$ cat config.mk
export PLATFORM = sky130hd
export DESIGN_NAME = pwm_timer_lbus
export DESIGN_NICKNAME = d
export VERILOG_FILES = /design/src/rtl/pwm_pkg.sv /design/src/rtl/pwm_channel.sv /design/src/rtl/pwm_timer_lbus.sv
export SDC_FILE = /design/constraint.sdc
export NUM_CORES = 1
export LEC_CHECK = 0
export CAP_MARGIN = 10
export CORE_ASPECT_RATIO = 0.6
export CORE_UTILIZATION = 45
export CTS_CLUSTER_DIAMETER = 120
export DETAILED_ROUTE_END_ITERATION = 12
export HOLD_SLACK_MARGIN = 0.12
export PLACE_DENSITY = 0.65
export RECOVER_POWER = 25
export SLEW_MARGIN = 20
export SYNTH_ARGS = -nofsm -noshare
export SYNTH_HDL_FRONTEND = slang
export SYNTH_SLANG_ARGS = --single-unit
$ cat constraint.sdc
create_clock -name i_clk -period 2.6 [get_ports i_clk]
set_clock_uncertainty 0.05 [all_clocks]
set_input_delay 0.52 -clock i_clk [delete_from_list [all_inputs] [get_ports i_clk]]
set_output_delay 0.52 -clock i_clk [all_outputs]
set_load 0.01 [all_outputs]
$ cat src/rtl/pwm_pkg.sv
// Shared definitions for the PWM timer: register word indices and the CTRL layout.
package pwm_pkg;

  // Register word indices (addr[4:2])
  localparam logic [2:0] IdxCtrl   = 3'd0;
  localparam logic [2:0] IdxPsc    = 3'd1;
  localparam logic [2:0] IdxPeriod = 3'd2;
  localparam logic [2:0] IdxStatus = 3'd3;
  localparam logic [2:0] IdxDuty0  = 3'd4;

  // CTRL fields; channel-indexed fields are sized for the maximum of four channels
  typedef struct packed {
    logic [3:0] pol;
    logic       irq_en;
    logic       run;
    logic [3:0] ch_en;
  } pwm_ctrl_t;

  // CTRL register image as seen on the bus
  function automatic logic [31:0] ctrl_to_word(input pwm_ctrl_t c);
    logic [31:0] w;
    w        = '0;
    w[3:0]   = c.ch_en;
    w[8]     = c.run;
    w[9]     = c.irq_en;
    w[19:16] = c.pol;
    return w;
  endfunction

endpackage

$ cat src/rtl/pwm_channel.sv
// One PWM channel: double-buffered duty, compare against the shared counter,
// polarity and the registered output.
module pwm_channel #(
  parameter int unsigned CNT_W = 16
) (
  input  logic             i_clk,
  input  logic             i_rst_sync,
  input  logic             i_duty_we,
  input  logic [CNT_W-1:0] i_wdata,
  input  logic             i_load,
  input  logic [CNT_W-1:0] i_cnt,
  input  logic             i_run,
  input  logic             i_en,
  input  logic             i_pol,
  output logic [CNT_W-1:0] o_duty_stg,
  output logic             o_pwm
);

  logic [CNT_W-1:0] r_duty_stg;
  logic [CNT_W-1:0] r_duty_act;
  logic             r_pwm;
  logic             w_raw;

  // duty=0 never matches; duty>PERIOD always matches since cnt never exceeds PERIOD
  assign w_raw = i_run & i_en & (i_cnt < r_duty_act);

  // Staging write and shadow load; the shadow takes the pre-write staging value
  always_ff @(posedge i_clk) begin
    if (i_rst_sync) begin
      r_duty_stg <= '0;
      r_duty_act <= '0;
    end else begin
      if (i_duty_we) r_duty_stg <= i_wdata;
      if (i_load)    r_duty_act <= r_duty_stg;
    end
  end

  // Registered output with polarity applied; disabled channels rest at pol
  always_ff @(posedge i_clk) begin
    if (i_rst_sync) r_pwm <= 1'b0;
    else            r_pwm <= w_raw ^ i_pol;
  end

  assign o_duty_stg = r_duty_stg;
  assign o_pwm      = r_pwm;

endmodule

$ cat src/rtl/pwm_timer_lbus.sv
// Multi-channel PWM timer on the low-speed bus: register decode, read mux,
// shared prescaler/period counter, period shadow and wrap interrupt.
module pwm_timer_lbus
  import pwm_pkg::*;
#(
  parameter int unsigned CH_NUM = 4,
  parameter int unsigned CNT_W  = 16,
  parameter int unsigned PSC_W  = 16
) (
  input  logic              i_clk,
  input  logic              i_rst_sync,
  input  logic              i_sel,
  input  logic              i_we,
  input  logic [4:0]        i_addr,
  input  logic [31:0]       i_wdata,
  output logic [31:0]       o_rdata,
  output logic [CH_NUM-1:0] o_pwm_out,
  output logic              o_irq
);

  localparam int unsigned ChMaskI = (1 << CH_NUM) - 1;
  localparam logic [3:0]  ChMask  = ChMaskI[3:0];

  logic [2:0]                   w_idx;
  logic                         w_wr;
  logic                         w_rd;
  logic                         w_tick;
  logic                         w_wrap;
  logic                         w_load;
  logic [31:0]                  w_rdata_nxt;
  logic [CH_NUM-1:0][CNT_W-1:0] w_duty_stg;
  logic                         w_unused_bus;

  pwm_ctrl_t        r_ctrl;
  logic [PSC_W-1:0] r_psc;
  logic [PSC_W-1:0] r_psc_cnt;
  logic [CNT_W-1:0] r_per_stg;
  logic [CNT_W-1:0] r_per_act;
  logic [CNT_W-1:0] r_cnt;
  logic             r_flag;
  logic             r_irq;
  logic [31:0]      r_rdata;

  assign w_idx        = i_addr[4:2];
  assign w_wr         = i_sel & i_we;
  assign w_rd         = i_sel & ~i_we;
  assign w_unused_bus = ^{i_addr[1:0], i_wdata};

  // psc_cnt above a freshly lowered PSC simply rolls over before the next tick
  assign w_tick = r_ctrl.run & (r_psc_cnt == r_psc);
  assign w_wrap = w_tick & (r_cnt == r_per_act);
  // Shadows follow staging on every wrap and continuously while stopped
  assign w_load = w_wrap | ~r_ctrl.run;

  // Bus-writable configuration registers
  always_ff @(posedge i_clk) begin
    if (i_rst_sync) begin
      r_ctrl    <= '0;
      r_psc     <= '0;
      r_per_stg <= '0;
    end else if (w_wr) begin
      case (w_idx)
        IdxCtrl: begin
          r_ctrl.ch_en  <= i_wdata[3:0] & ChMask;
          r_ctrl.run    <= i_wdata[8];
          r_ctrl.irq_en <= i_wdata[9];
          r_ctrl.pol    <= i_wdata[19:16] & ChMask;
        end
        IdxPsc:    r_psc     <= i_wdata[PSC_W-1:0];
        IdxPeriod: r_per_stg <= i_wdata[CNT_W-1:0];
        default:   ;
      endcase
    end
  end

  // Prescaler and period counter; both held at zero while stopped
  always_ff @(posedge i_clk) begin
    if (i_rst_sync || !r_ctrl.run) begin
      r_psc_cnt <= '0;
      r_cnt     <= '0;
    end else if (w_tick) begin
      r_psc_cnt <= '0;
      r_cnt     <= w_wrap ? '0 : r_cnt + CNT_W'(1);
    end else begin
      r_psc_cnt <= r_psc_cnt + PSC_W'(1);
    end
  end

  // Active period shadow
  always_ff @(posedge i_clk) begin
    if (i_rst_sync)  r_per_act <= '0;
    else if (w_load) r_per_act <= r_per_stg;
  end

  // Wrap flag (a wrap beats a same-cycle W1C) and registered level irq
  always_ff @(posedge i_clk) begin
    if (i_rst_sync) begin
      r_flag <= 1'b0;
      r_irq  <= 1'b0;
    end else begin
      if (w_wrap) begin
        r_flag <= 1'b1;
      end else if (w_wr && (w_idx == IdxStatus) && i_wdata[0]) begin
        r_flag <= 1'b0;
      end
      r_irq <= r_flag & r_ctrl.irq_en;
    end
  end

  // Read mux; duty indices beyond the channel count read zero
  always_comb begin
    w_rdata_nxt = '0;
    case (w_idx)
      IdxCtrl:   w_rdata_nxt = ctrl_to_word(r_ctrl);
      IdxPsc:    w_rdata_nxt[PSC_W-1:0] = r_psc;
      IdxPeriod: w_rdata_nxt[CNT_W-1:0] = r_per_stg;
      IdxStatus: w_rdata_nxt[0] = r_flag;
      default: begin
        for (int n = 0; n < CH_NUM; n++) begin
          if (w_idx == IdxDuty0 + 3'(n)) w_rdata_nxt[CNT_W-1:0] = w_duty_stg[n];
        end
      end
    endcase
  end

  // Read data register; holds until the next read
  always_ff @(posedge i_clk) begin
    if (i_rst_sync) r_rdata <= '0;
    else if (w_rd)  r_rdata <= w_rdata_nxt;
  end

  for (genvar n = 0; n < CH_NUM; n++) begin : g_ch
    pwm_channel #(
      .CNT_W(CNT_W)
    ) u_ch (
      .i_clk      (i_clk),
      .i_rst_sync (i_rst_sync),
      .i_duty_we  (w_wr && (w_idx == IdxDuty0 + 3'(n))),
      .i_wdata    (i_wdata[CNT_W-1:0]),
      .i_load     (w_load),
      .i_cnt      (r_cnt),
      .i_run      (r_ctrl.run),
      .i_en       (r_ctrl.ch_en[n]),
      .i_pol      (r_ctrl.pol[n]),
      .o_duty_stg (w_duty_stg[n]),
      .o_pwm      (o_pwm_out[n])
    );
  end

  assign o_rdata = r_rdata;
  assign o_irq   = r_irq;

endmodule

; Word-level counts from Yosys, hierarchy flattened
; Cells that the tools add are included.
[op_classes]
addsub = 2
order_cmp = 4
eq_ne = 9
mux = 10
n_bitwise = 20
reduce_logical = 14
[ops]
columns = op, count
row1 = 16-bit 2-to-1 mux, 5
row2 = 16-bit < comparator, 4
row3 = 15-bit case mux with 4 select lines, 1
row4 = "16-bit by 1-bit adder with 16-bit output, second input constant", 2
row5 = 16-bit equality test, 2
row6 = 1-bit bitwise AND, 13
row7 = "3-bit equality test, second input constant", 4
row8 = "3-bit by 2-bit equality test with 1-bit output, second input constant", 2
row9 = 1-bit logical AND, 6
row10 = 2-bit AND reduction, 3
row11 = 4-bit 2-to-1 mux, 1
row12 = 1-bit case mux with 4 select lines, 1
row13 = 1-bit bitwise XOR, 4
row14 = "3-bit by 1-bit equality test with 1-bit output, second input constant", 1
row15 = 3-bit zero test, 1
row16 = 1-bit 2-to-1 mux, 2
row17 = 1-bit inverter, 2
row18 = 2-bit nonzero test, 1
row19 = 2-bit OR reduction, 1
row20 = 1-bit zero test, 1
row21 = 1-bit logical OR, 1
row22 = 1-bit OR, 1
[word_totals]
ff_bits = 256
in_bits = 41
output_inout_bits = 37
elab_cells = 83

; Depth between registers and ports, before layout
; Gate-level depths: netlist (run 1).
[depth]
word_depth = 6
depth_mapped = 9
ltp_nobuf = 8

; Cells and area by module
; From an unflattened synthesis (run 1), not the netlist that was laid out.
[unflattened]
hier_cells = 1418
hier_area_um2 = 12470.7
[modules_own_cells]
columns = module, n_inst, cells_each, area_each_um2
row1 = pwm_channel, 4, 164, 1569.0
row2 = pwm_timer_lbus, 1, 762, 6194.7

; Least setup slack after synthesis (run 1)
; Ideal clock, no wire load.
[synth_path]
kind = register to register
from = register r_cnt[13]
to = register g_ch[1].u_ch.r_duty_act[0]
setup_ns = 0.128
arrival_time_ns = 2.007
setup_slack_ns = 0.415
stages_incl_launch_ff = 9
synth_period_minus_slack_ns = 2.185
path_cell_list = dfxtp_1 -> xor2_1 -> nor4_1 -> nand4_2 -> o31ai_2 -> buf_6 -> buf_12 -> mux2i_1 -> nor2_1
[synth_via]
elab_chain_cells = 3
[synth_lines]
columns = item, line
row1 = "start, declared", pwm_timer_lbus.sv:39  ; logic [CNT_W-1:0] r_cnt;
row2 = "start signal, assigned", pwm_timer_lbus.sv:83  ; r_cnt <= w_wrap ? '0 : r_cnt + CNT_W'(1);
row3 = 16-bit equality test, pwm_timer_lbus.sv:51  ; assign w_wrap = w_tick & (r_cnt == r_per_act);
row4 = 1-bit bitwise AND, pwm_timer_lbus.sv:51
row5 = 1-bit OR, pwm_timer_lbus.sv:53  ; assign w_load = w_wrap | ~r_ctrl.run;
row6 = "end signal, assigned", pwm_channel.sv:34  ; if (i_load) r_duty_act <= r_duty_stg;
row7 = "end, declared", pwm_channel.sv:20  ; logic [CNT_W-1:0] r_duty_act;
; No other way between the ends.
; A chain may end at the register's enable or synchronous reset.

; Final worst setup path (run 1)
[layout_path]
from = register r_cnt[7]
to = register g_ch[2].u_ch.r_pwm
[layout_via]
elab_chain_cells = 3
[layout_lines]
columns = item, line
row1 = 16-bit < comparator, pwm_channel.sv:25  ; assign w_raw = i_run & i_en & (i_cnt < r_duty_act);
row2 = 1-bit bitwise AND, pwm_channel.sv:25
row3 = 1-bit bitwise XOR, pwm_channel.sv:41  ; else r_pwm <= w_raw ^ i_pol;
row4 = "end signal, assigned", pwm_channel.sv:41
row5 = "end, declared", pwm_channel.sv:21  ; logic r_pwm;
; No other way between the ends.

==> results.py, run 1 <==
metrics = {
    "sta": {
        "relSlewSlack_pct": 35.0,
        "rsz0062_at_grt": "no",
        "post-route-period-util_pct": 96.9,
        "hold_ws_ps": 279,
        "worst_slew_pin_slew_ps": 974,
        "setup_violations": 0,
        "maxSlewViolCount": 0,
        "fin_crit_ps": 2520,
        "hold_viol": 0,
        "fmax_ghz": 0.397,
    },
    "routing": {
        "wl_per_cell_um": 18.9,
        "detailroute.via_count": 9958,
        "drcViolationCount": 0,
        "drt_iter0_markers": 930,
        "routed_via_density": 5.53,
        "ant_nets": 0,
        "drt_pass1_iterations": 5,
        "wl_mm": 34.1,
    },
    "status": {
        "outcome": "finished clean",
    },
    "placed_design": {
        "io_buffers": 51,
        "place_hpwl_mm": 25.5,
        "dp.cells": 1760,
        "globalplace.congestion": 0.914,
    },
    "global_routing": {
        "grt.total_usage_pct": 25.7,
        "grt_overflow": 0,
        "grt_start_max_net_pins": 87,
        "grt_pass1_wl_mm": 52.7,
        "antenna_found_initial": 0,
        "first_global_vias": 9203,
    },
    "critical_path": {
        "crit_fanout": 5,
        "critPathKind": "flop to flop",
        "arrival_ps": 2870,
        "crit_path_start_kind": "flop",
        "cp-end-kind": "flop",
        "crit_required_ps": 2950,
    },
    "clocking": {
        "cts_setup_buffers": 0,
        "root_buffer": "clkbuf_16",
        "clk_latency_ps": 540,
        "hold_buffers": 0,
        "cts_inserted_buffers": 23,
        "clock_path_buffers": 3,
        "numClockSinks": 244,
        "clk_pin_slew_ps": 70,
        "cts_tree": "done",
        "htree_levels": 1,
    },
    "synthesis": {
        "ys_seq_area_share_pct": 41.5,
        "synth-simple-area-share_pct": 18.6,
        "muxShareOfSynthArea_pct": 11.8,
        "synthArstFlopShare_pct": 0,
        "syn-cell-area_um2": 11800,
        "synth_xor_area_share_pct": 3.42,
        "syn_area_per_cell_um2": 8.62,
        "ys_ff_latch": 244,
        "synth-compound-area-share_pct": 11.4,
        "yosysUniqueCellTypes": 47,
        "syn-instance-count": 1366,
        "synth_top_family_by_area": "simple AND/OR/NAND/NOR gates",
        "synth_fa_ha_area_share_pct": 6.59,
        "synth_edf_count": 0,
        "synth_flop_cell": "dfxtp_1",
        "yosysWarnings": 0,
    },
    "power": {
        "p_per_area_nw_per_um2": 569,
        "p_leak_uw": 0.00579,
        "peakVddDrop_mv": 0.529,
    },
    "hold_path": {
        "hold_class": "input port to flop",
    },
    "layout": {
        "multiInputGateArea_um2": 6170,
        "fin_util_pct": 53.7,
        "syn_to_final_growth_pct": 16.2,
        "drive_gt1_share_pct": 9.38,
        "regArea_um2": 4890,
        "fin_cells": 1802,
        "nFillCells": 2344,
        "nets": 1536,
        "num_antenna_cells": 0,
    },
    "floorplanning": {
        "start_util_pct": 46.2,
        "die_area_um2": 26800,
        "core_area_um2": 25500,
        "die_h_um": 127,
        "rows": 45,
        "die_x_um": 211,
        "pin_count": 78,
    },
    "flow_run": {
        "max-cap-violations": 0,
    },
}
-- Yosys cell counts (all sizes together) (7+ instances only) --
library cell	n	area, µm²
ha	62	776
buf	35	340
o21ai	28	140
nor4	11	75.1
nand2b	7	43.8
a22oi	14	105
mux2i	96	961
and3	13	81.3
clkbuf	59	221
a21o	7	52.6
xor2	37	324
mux4	17	383
dfxtp	244	4880
o211ai	15	113
nor2b	12	75.1
nand2	263	987
inv	62	233
xnor2	9	78.8
o41ai	10	87.6
nor2	142	533
nand3	19	95.1
nand4	12	81.3
a21oi	139	696
-- worst paths after layout --
path	startpoint	end	slack [ps]	cells after the start
max	r_cnt[7]$_SDFFE_PP0P_	g_ch[2].u_ch.o_pwm$_SDFF_PP0_	80	7
min reg2reg	o_rdata[9]$_SDFFE_PP0P_	o_rdata[9]$_SDFFE_PP0P_	400	2
max reg2reg	r_cnt[7]$_SDFFE_PP0P_	g_ch[2].u_ch.o_pwm$_SDFF_PP0_	80	7
min	i_rst_sync	r_per_act[0]$_SDFFE_PP0P_	280	2
-- placed cells by master, fill, tap and decap left out, types with 6 or more instances in the layout --
cell / count
conb_1: 12
ha_1: 62
a21oi_1: 139
and3_1: 13
o211ai_1: 15
a22oi_1: 14
a21o_1: 7
buf_12: 10
buf_4: 56
dfxtp_1: 242
nor2_1: 142
clkbuf_16: 23
xor2_1: 37
nor4_1: 8
mux2i_1: 96
nand2_1: 263
nand4_1: 11
nand3_1: 19
and2_1: 6
clkdlybuf4s50_1: 46
o21ai_0: 20
nand2b_1: 7
xnor2_1: 9
inv_1: 62
o41ai_1: 10
mux4_2: 17
nor2b_1: 12
clkbuf_1: 11
o21ai_1: 8
-- report_power, final --
part | switching, µW | total (µW) | leakage, µW | internal [µW]
clock network | 1490 | 3570 | 0.000388 | 2080
registers | 27.7 | 3800 | 0.00197 | 3770
logic | 274 | 422 | 0.00343 | 148
-- stage by stage --
stage          cell area (µm²)  TNS (ps)  total power, µW  worst slack, ps
4_1_cts                  13700         0             7840             20.3
5_1_grt                  13700         0             8020             10.9
6_report                 13700         0             7790             81.3
3_3_place_gp             12900     -32.0             4290            -32.0
3_5_place_dp             12900     -69.9             4300            -58.2
2_1_floorplan            11800         0             4110              415
-- cell type report --
type                       count  share of cell area (%)
multi-input combinational    977                    45.1
inverter                      62                    1.70
sequential                   244                    35.7
timing repair buffer         125                    8.47
tap                          352                    3.22
clock buffer                  33                    4.85
clock inverter                 9                   0.951
-- layer usage --
layer	track usage, %	share of wire [%]	up-vias
met5	0	0	-
met2	34.8	38	385
met3	6.00	11	62
li1	-	-	4751
met1	40.1	49	4760
met4	6.48	2.6	0
-- worst max-delay path, cell delays in order (launching register included) --
cell and delay [ps]:
dfxtp_1 460, ha_1 290, and3_1 200, a22o_1 180
a311o_1 410, a211oi_1 290, buf_4 190, mux2_1 330
-- registers in the layout (all words and copies together), names as in the netlist --
signal,count
g_ch.u_ch.o_duty_stg,64
g_ch.u_ch.o_pwm,4
g_ch.u_ch.r_duty_act,64
o_irq,1
o_rdata,20
r_cnt,16
r_ctrl,10
r_flag,1
r_per_act,16
r_per_stg,16
r_psc,16
r_psc_cnt,16
-- cell families after synthesis --
family	after synthesis
compound gates	230
xor+xnor	46
fa+ha+maj	62
buf+inv	156
flops	244
mux	117
other cells	1
simple gates	510
-- repair_timing --
item,4_1_cts,5_1_grt
setup endpoints to repair,2,75
pin swaps,0,2
resized for setup,1,4
Note: power is estimated with default switching activity, not from simulation.
==> inputs of run 2 (changes only) <==
--- a/config.mk
+++ b/config.mk
@@ -6,7 +6,7 @@
 export NUM_CORES = 1
 export LEC_CHECK = 0
 export CAP_MARGIN = 10
-export CORE_ASPECT_RATIO = 0.6
+export CORE_ASPECT_RATIO = 0.5
 export CORE_UTILIZATION = 45
 export CTS_CLUSTER_DIAMETER = 120
 export DETAILED_ROUTE_END_ITERATION = 12
==> results.py, run 2 (synthesized netlist as in run 1, its figures left out) <==
metrics = {
    "status": {
        "outcome": "finished clean",
    },
    "critical_path": {
        "crit_required_ps": 2940,
        "arrival_ps": 2800,
        "cp-end-kind": "flop",
        "crit_fanout": 2,
        "regToRegSetupSlack_ps": 150,
        "crit_path_start_kind": "flop",
        "critPathKind": "flop to flop",
    },
    "global_routing": {
        "grt.total_usage_pct": 24.9,
        "grt_start_max_net_pins": 98,
        "grt_pass1_wl_mm": 51.7,
        "antenna_found_initial": 0,
        "grt_overflow": 0,
        "first_global_vias": 9221,
    },
    "sta": {
        "setup_violations": 0,
        "fmax_ghz": 0.407,
        "worst_slack_ps": 145,
        "worst_slew_pin_slew_ps": 1080,
        "fin_crit_ps": 2450,
        "hold_viol": 0,
        "relSlewSlack_pct": 27.8,
        "rsz0062_at_grt": "no",
        "post-route-period-util_pct": 94.4,
        "maxSlewViolCount": 0,
    },
    "placed_design": {
        "place_hpwl_mm": 24.3,
        "preCtsSetupSlack_ps": -5.27,
        "dp.cells": 1744,
        "globalplace.congestion": 0.877,
        "io_buffers": 51,
    },
    "routing": {
        "drcViolationCount": 0,
        "detailroute.via_count": 9892,
        "drt_iter0_markers": 948,
        "wl_mm": 33.4,
        "wl_per_cell_um": 18.8,
        "drt_pass1_iterations": 6,
        "ant_nets": 0,
        "routed_via_density": 5.56,
    },
    "power": {
        "sw_frac_of_total_pct": 22.8,
        "netSwitchingPower_uw": 1700,
        "pwr-share-clk_pct": 43.5,
        "peakVddDrop_mv": 0.418,
        "power.internal_uw": 5760,
        "p_comb_share_pct": 5.5,
        "p_leak_uw": 0.00569,
        "p_per_area_nw_per_um2": 553,
        "power_frac_seq_pct": 50.9,
    },
    "floorplanning": {
        "die_h_um": 116,
        "core_area_um2": 25400,
        "die_area_um2": 26900,
        "pin_count": 78,
        "die_x_um": 231,
        "start_util_pct": 46.3,
        "rows": 41,
    },
    "layout": {
        "syn_to_final_growth_pct": 14.4,
        "fin_cells": 1779,
        "fin_util_pct": 53.0,
        "nets": 1528,
        "num_antenna_cells": 0,
        "drive_gt1_share_pct": 8.57,
        "final_cell_mix": "nand2_1 (263), dfxtp_1 (239), nor2_1 (142)",
        "layout_commonest_cell": "nand2_1",
    },
    "clocking": {
        "root_buffer": "clkbuf_16",
        "numClockSinks": 244,
        "htree_levels": 1,
        "cts_setup_buffers": 0,
        "cts_inserted_buffers": 23,
        "hold_buffers": 0,
        "clk_pin_slew_ps": 60,
        "cts_tree": "done",
        "clk_latency_ps": 510,
        "clock_path_buffers": 3,
    },
    "flow_run": {
        "max-cap-violations": 0,
    },
    "hold_path": {
        "hold_class": "input port to flop",
    },
}
## run 2: power groups by stage
stage                     clock network, µW  registers (µW)  logic (µW)
final                                  3250            3800         413
after global routing                   3480            3800         442
after CTS                              3290            3800         412
after detailed placement                  0            3880         410
after global placement                    0            3880         401
after floorplan                           0            3870         244
## run 2: metrics by stage
stage | hold slack [ps] | instance area (µm²) | TNS [ps] | power (µW)
6_report | 260 | 13500 | 0 | 7460
5_1_grt | 256 | 13500 | 0 | 7720
4_1_cts | 247 | 13500 | 0 | 7500
3_5_place_dp | 397 | 12800 | -5.27 | 4290
3_3_place_gp | 400 | 12800 | -27.4 | 4280
2_1_floorplan | 366 | 11800 | 0 | 4110
## run 2: metal layers
layer | vias up | share of wire [%] | global-route usage [%]
met4 | 0 | 2.6 | 7.28
met1 | 4731 | 45 | 35.0
met3 | 73 | 8.7 | 4.35
met5 | - | 0 | 0
met2 | 359 | 44 | 39.5
li1 | 4729 | - | -
## run 2: area by class of cell
cell class                      instances  area, µm²
Sequential cell                       244       4890
Tap cell                              344        430
Inverter                               62        233
Timing Repair Buffer                  117       1060
Fill cell                            2344      12000
Clock inverter                          4       45.0
Clock buffer                           31        656
Multi-Input combinational cell        977       6160
## run 2: repair_timing
action | 4_1_cts | 5_1_grt
gates resized for setup | 1 | 7
endpoints found under the setup margin | 1 | 72
pin swaps | 0 | 0
## run 2: worst paths after layout
| check | start | to | cells past startpoint |
|---|---|---|---|
| worst max register to register | g_ch[3].u_ch.r_duty_act[6]$_SDFFE_PP0P_ | g_ch[3].u_ch.o_pwm$_SDFF_PP0_ | 8 |
| worst max-delay path | g_ch[3].u_ch.r_duty_act[6]$_SDFFE_PP0P_ | g_ch[3].u_ch.o_pwm$_SDFF_PP0_ | 8 |
| worst min register to register | o_rdata[12]$_SDFFE_PP0P_ | o_rdata[12]$_SDFFE_PP0P_ | 2 |
| worst min-delay path | i_rst_sync | r_ctrl[9]$_SDFFE_PP0P_ | 2 |
## run 2: critical path, cell delays in order (launching register included)
cell	delay, ps
dfxtp_1	330
inv_1	50
ha_1	280
a21o_1	180
a22o_1	220
a311o_1	450
a211oi_2	300
buf_4	150
mux2_1	310
